<file path="src/rtl/goertzel_tone_detector.sv">
// Debounced tone decision on a stream of Goertzel magnitudes: on/off hysteresis
// thresholds, run-length debouncing, peak-hold and a saturating result counter.
module goertzel_tone_detector #(
    parameter int unsigned DATA_W    = 16,
    parameter int unsigned ON_COUNT  = 4,
    parameter int unsigned OFF_COUNT = 4
) (
    input  logic              system_clk,
    input  logic              sys_rst_n,
    input  logic              result_valid,
    input  logic [DATA_W-1:0] result_data,
    input  logic [DATA_W-1:0] thresh_on,
    input  logic [DATA_W-1:0] thresh_off,
    input  logic              clear,
    output logic              tone_present,
    output logic              tone_rise,
    output logic              tone_fall,
    output logic [DATA_W-1:0] peak_value,
    output logic [15:0]       result_count
);

    typedef enum logic [1:0] {StAbsent, StArming, StPresent, StReleasing} state_e;

    localparam logic [7:0] OnTarget  = 8'(ON_COUNT);
    localparam logic [7:0] OffTarget = 8'(OFF_COUNT);

    state_e            state_q, state_d;
    logic [7:0]        run_q, run_d;
    logic [7:0]        run_inc;
    logic              hit, miss, accept;
    logic              present_d, rise_d, fall_d;
    logic [DATA_W-1:0] peak_d;
    logic [15:0]       count_d;

    assign hit     = result_data >= thresh_on;
    assign miss    = result_data < thresh_off;
    assign run_inc = run_q + 8'd1;
    // clear discards any simultaneous result
    assign accept  = result_valid && !clear;

    always_comb begin
        state_d = state_q;
        run_d   = run_q;
        if (clear) begin
            state_d = StAbsent;
            run_d   = '0;
        end else if (result_valid) begin
            unique case (state_q)
                StAbsent: begin
                    if (hit) begin
                        if (OnTarget <= 8'd1) begin
                            state_d = StPresent;
                        end else begin
                            state_d = StArming;
                            run_d   = 8'd1;
                        end
                    end
                end
                StArming: begin
                    if (hit) begin
                        if (run_inc >= OnTarget) begin
                            state_d = StPresent;
                            run_d   = '0;
                        end else begin
                            run_d = run_inc;
                        end
                    end else begin
                        state_d = StAbsent;
                        run_d   = '0;
                    end
                end
                StPresent: begin
                    if (miss) begin
                        if (OffTarget <= 8'd1) begin
                            state_d = StAbsent;
                        end else begin
                            state_d = StReleasing;
                            run_d   = 8'd1;
                        end
                    end
                end
                StReleasing: begin
                    if (miss) begin
                        if (run_inc >= OffTarget) begin
                            state_d = StAbsent;
                            run_d   = '0;
                        end else begin
                            run_d = run_inc;
                        end
                    end else begin
                        state_d = StPresent;
                        run_d   = '0;
                    end
                end
            endcase
        end
    end

    always_comb begin
        present_d = (state_d == StPresent) || (state_d == StReleasing);
        rise_d    = (state_d == StPresent) &&
                    ((state_q == StAbsent) || (state_q == StArming));
        fall_d    = (state_d == StAbsent) &&
                    ((state_q == StPresent) || (state_q == StReleasing));
        peak_d    = peak_value;
        count_d   = result_count;
        if (clear) begin
            peak_d  = '0;
            count_d = '0;
        end else if (accept) begin
            if (result_data > peak_value) peak_d = result_data;
            if (result_count != 16'hFFFF) count_d = result_count + 16'd1;
        end
    end

    always_ff @(posedge system_clk or negedge sys_rst_n) begin
        if (!sys_rst_n) begin
            state_q      <= StAbsent;
            run_q        <= '0;
            tone_present <= 1'b0;
            tone_rise    <= 1'b0;
            tone_fall    <= 1'b0;
            peak_value   <= '0;
            result_count <= '0;
        end else begin
            state_q      <= state_d;
            run_q        <= run_d;
            tone_present <= present_d;
            tone_rise    <= rise_d;
            tone_fall    <= fall_d;
            peak_value   <= peak_d;
            result_count <= count_d;
        end
    end

endmodule

</file>
<file path="config.mk">
export PLATFORM = sky130hd
export DESIGN_NAME = goertzel_tone_detector
export DESIGN_NICKNAME = d
export VERILOG_FILES = /design/src/rtl/goertzel_tone_detector.sv
export SDC_FILE = /design/constraint.sdc
export NUM_CORES = 1
export LEC_CHECK = 0
export CORE_ASPECT_RATIO = 0.6
export CORE_UTILIZATION = 50
export DETAILED_ROUTE_END_ITERATION = 8
export MAX_ROUTING_LAYER = met4
export PLACE_DENSITY = 0.89
export SYNTH_ARGS = -nofsm -noshare
export SYNTH_HDL_FRONTEND = slang
export SYNTH_SLANG_ARGS = --single-unit
export TNS_END_PERCENT = 10
</file>
<file path="constraint.sdc">
create_clock -name system_clk -period 2.6 [get_ports system_clk]
set_input_delay 0.39 -clock system_clk [delete_from_list [all_inputs] [get_ports system_clk]]
set_output_delay 0.39 -clock system_clk [all_outputs]
set_load 0.01 [all_outputs]
</file>
==> results.sh, run 1 <==
export IMPL_run_status="finished, final reports clean"
export IMPL_worstPathRequired_ns=2.76
export IMPL_yosysWarnings=0
export IMPL_cts_tree="done"
export IMPL_start_kind="input pin"
export IMPL_synth_area_top_cells="dfrtp_1 33%, ha_1 18%, nand2b_1 6.2%"
export IMPL_h_tree_depth=2
export IMPL_clock_latency_ns=0.29
export IMPL_rsz0062_at_grt="false"
export IMPL_gr_total_overflow=0
export IMPL_slew_headroom_pct=68.0
export IMPL_vdd_drop_max_mv=0.356
export IMPL_yosysTopAreaCell="dfrtp_1"
export IMPL_antenna_found_initial=0
export IMPL_reg2reg_to="result_count[13]"
export IMPL_drtAntennaViolNets=0
export IMPL_regToRegSetupSlack_ns=0.36
export IMPL_cp_startpoint="thresh_off[15]"
export IMPL_firstDrtPassIters=5
export IMPL_gp_congestion=0.855
export IMPL_p_per_area_nw_per_um2=441
export IMPL_rows=22
export IMPL_synth_edf_count=0
export IMPL_syn_area_per_cell_um2=9.17
export IMPL_fp_dieW_um=109
export IMPL_slew_viol_final=0
export IMPL_fin_skew_ns=0.00551
export IMPL_wire_per_inst_um=16.9
export IMPL_hp_class="in -> async"
export IMPL_track_usage_pct=29.4
export IMPL_ys_seq_area_share_pct=32.8
export IMPL_path_clk_slew_ns=0.07
export IMPL_grt_pass1_wl_um=15700
export IMPL_ys_ff_latch=45
export IMPL_diodes=0
export IMPL_routed_via_density=5.69
export IMPL_layout_nets=582
export IMPL_multi_input_area_um2=2100
export IMPL_wirelength_um=9590
export IMPL_reg2reg_from="result_count[6]"
export IMPL_finalHoldViolations=0
export IMPL_ios=87
export IMPL_seqCellArea_um2=1130
export IMPL_mostFrequentLayoutCells="85 x clkdlybuf4s50_1, 52 x inv_1, 49 x ha_1"
export IMPL_timing_final_ws_setup_ns=0.167
export IMPL_die_height_um=66.2
export IMPL_crit_type="in -> reg"
export IMPL_grt_max_degree=39
export IMPL_syn_cell_area_um2=3430
export IMPL_finalNonFillerCells=566
export IMPL_rr_worst_depth=5
export IMPL_cts_root_buf="clkbuf_16"
export IMPL_cts_inserted_buffers=5
export IMPL_die_area_um2=7210
export IMPL_tns_ns=0
export IMPL_fill_cells=455
export IMPL_min_period_over_period_pct=93.6
export IMPL_maxCapViolations=0
export IMPL_core_area_um2=6360
export IMPL_drt_iter0_markers=267
export IMPL_final_common_cell="clkdlybuf4s50_1"
export IMPL_syn_nets=475
export IMPL_setup_viol=0
export IMPL_start_util_pct=54.0
export IMPL_leakagePower_nw=2.19
export IMPL_grt_pass1_vias=3154
export IMPL_cp_end_kind="flip-flop"
export IMPL_dp_cells=557
export IMPL_cts_buffer_depth=2
export IMPL_tightest_slew_ns=0.480
export IMPL_cts_setup_buffers=0
export IMPL_areaGrowthSynthToFinish_pct=39.1
export IMPL_hpwl_um=7240
export IMPL_port_buffers=86
export IMPL_synth_top_area_share_pct=32.8
export IMPL_drc_errors=0
export IMPL_cts_sinks=45
export IMPL_period_needed_ns=2.43
export IMPL_syn_inst=374
export IMPL_crit_end="run_q[6]"
export IMPL_ys_flop_type="dfrtp_1"
export IMPL_max_freq_mhz=411
export IMPL_drive_above_1_share_pct=9.54
export IMPL_vias=3221
export IMPL_synth_cell_types=54
export IMPL_cp_arrival_ns=2.59
export IMPL_async_flop_share_pct=100
export IMPL_dp_slack_ns=-0.363
export IMPL_path_max_fanout=6
## final cells by class
class / instances / share of cell area [%]
clock buffer: 5 / 2.62
clock inverter: 3 / 1.44
inverter: 52 / 4.09
multi-input combinational: 267 / 44.0
sequential: 45 / 23.6
tap: 84 / 2.20
timing repair buffer: 110 / 22.0
## state kept, by name, summed over array words and instances (netlist names)
register	cells
peak_value	16
tone_present	1
state_q	2
run_q	8
result_count	16
tone_rise	1
tone_fall	1
## per-stage QoR
stage / total power, mW / cell area (um2) / hold slack, ns / util (%)
floorplan: 1.00 / 3430 / 0.0944 / -
global placement: 1.24 / 4530 / 0.230 / 71.2
detailed placement: 1.26 / 4530 / 0.236 / 71.2
CTS: 2.08 / 4740 / 0.477 / 74.5
global route: 2.19 / 4770 / 0.487 / 75.0
finish: 2.10 / 4770 / 0.465 / 75.0
## synthesized netlist by cell type (3+ instances only)
cell and number:
inv_1 52, ha_1 49, dfrtp_1 45, nand2b_1 34, nor2_1 24, mux2i_1 17
nand2_1 17, a21oi_1 15, a21boi_1 8, nand3_1 8, nand4_1 8, xor2_1 8
o21ai_0 7, a21o_1 6, clkbuf_1 6, o21a_1 5, and4_1 4, nor3_1 4
a2111oi_0 3, a211oi_1 3, and3_1 3, o2111ai_1 3, o21ai_1 3, or3_1 3
## how the worst min path moves through the flow
stage / start / end / slack [ns] / cells after the start
after floorplan: sys_rst_n / peak_value[0] / 0.09 / 0
after global placement: sys_rst_n / tone_rise / 0.23 / 1
after detailed placement: sys_rst_n / peak_value[12] / 0.24 / 1
after CTS: sys_rst_n / peak_value[10] / 0.48 / 2
after global routing: sys_rst_n / peak_value[8] / 0.49 / 2
final: sys_rst_n / peak_value[10] / 0.46 / 2
## cells by family (layout without fill, tap and decap cells)
family	Yosys count	in the layout	share of synthesized area, %
and+or+nand+nor	120	120	19.7
AOI/OAI and AO/OA	72	72	15.0
buffers and inverters	62	170	7.26
adders and majority gates	49	49	17.9
DFF	45	45	32.8
muxes	18	18	5.29
xor gates and xnor gates	8	8	2.04
## routing by layer
metal | wire [um] | global-route usage (%) | part of all wire (%) | up-vias
met2 | 4210 | 45.0 | 44 | 136
li1 | - | - | - | 1529
met4 | 156 | 6.25 | 1.6 | 0
met5 | 0 | - | 0 | -
met3 | 716 | 5.22 | 7.5 | 23
met1 | 4500 | 40.8 | 47 | 1533
## worst max-delay path: stages
cell and delay, ns:
clkdlybuf4s50_1 0.46, inv_1 0.04, ha_1 0.30, a21oi_1 0.15, o21ai_1 0.10, a2111o_1 0.39, o32a_1 0.35, o211ai_2 0.29
a21boi_1 0.13
## report_power, final
group	leakage, nW	switching, mW	total, mW	internal, mW
registers	0.619	0.0294	0.754	0.725
logic	1.48	0.245	0.517	0.272
clock network	0.0944	0.278	0.832	0.554
total	2.19	0.553	2.10	1.55
## repair_timing
| item | 4_1_cts | 5_1_grt |
|---|---|---|
| pin swaps | 0 | 1 |
| hold buffers | 1 | 0 |
| gates resized for setup | 1 | 7 |
| endpoints found under the setup margin | 6 | 24 |
| hold endpoints to repair | 7 | 0 |
Power figures use the tool's default switching activity.
==> inputs of run 2 (changes only) <==
- TNS_END_PERCENT: 10 -> not set
==> results of run 2 <==
Same layout as run 1: the final DEF is identical, and so are final timing and power.
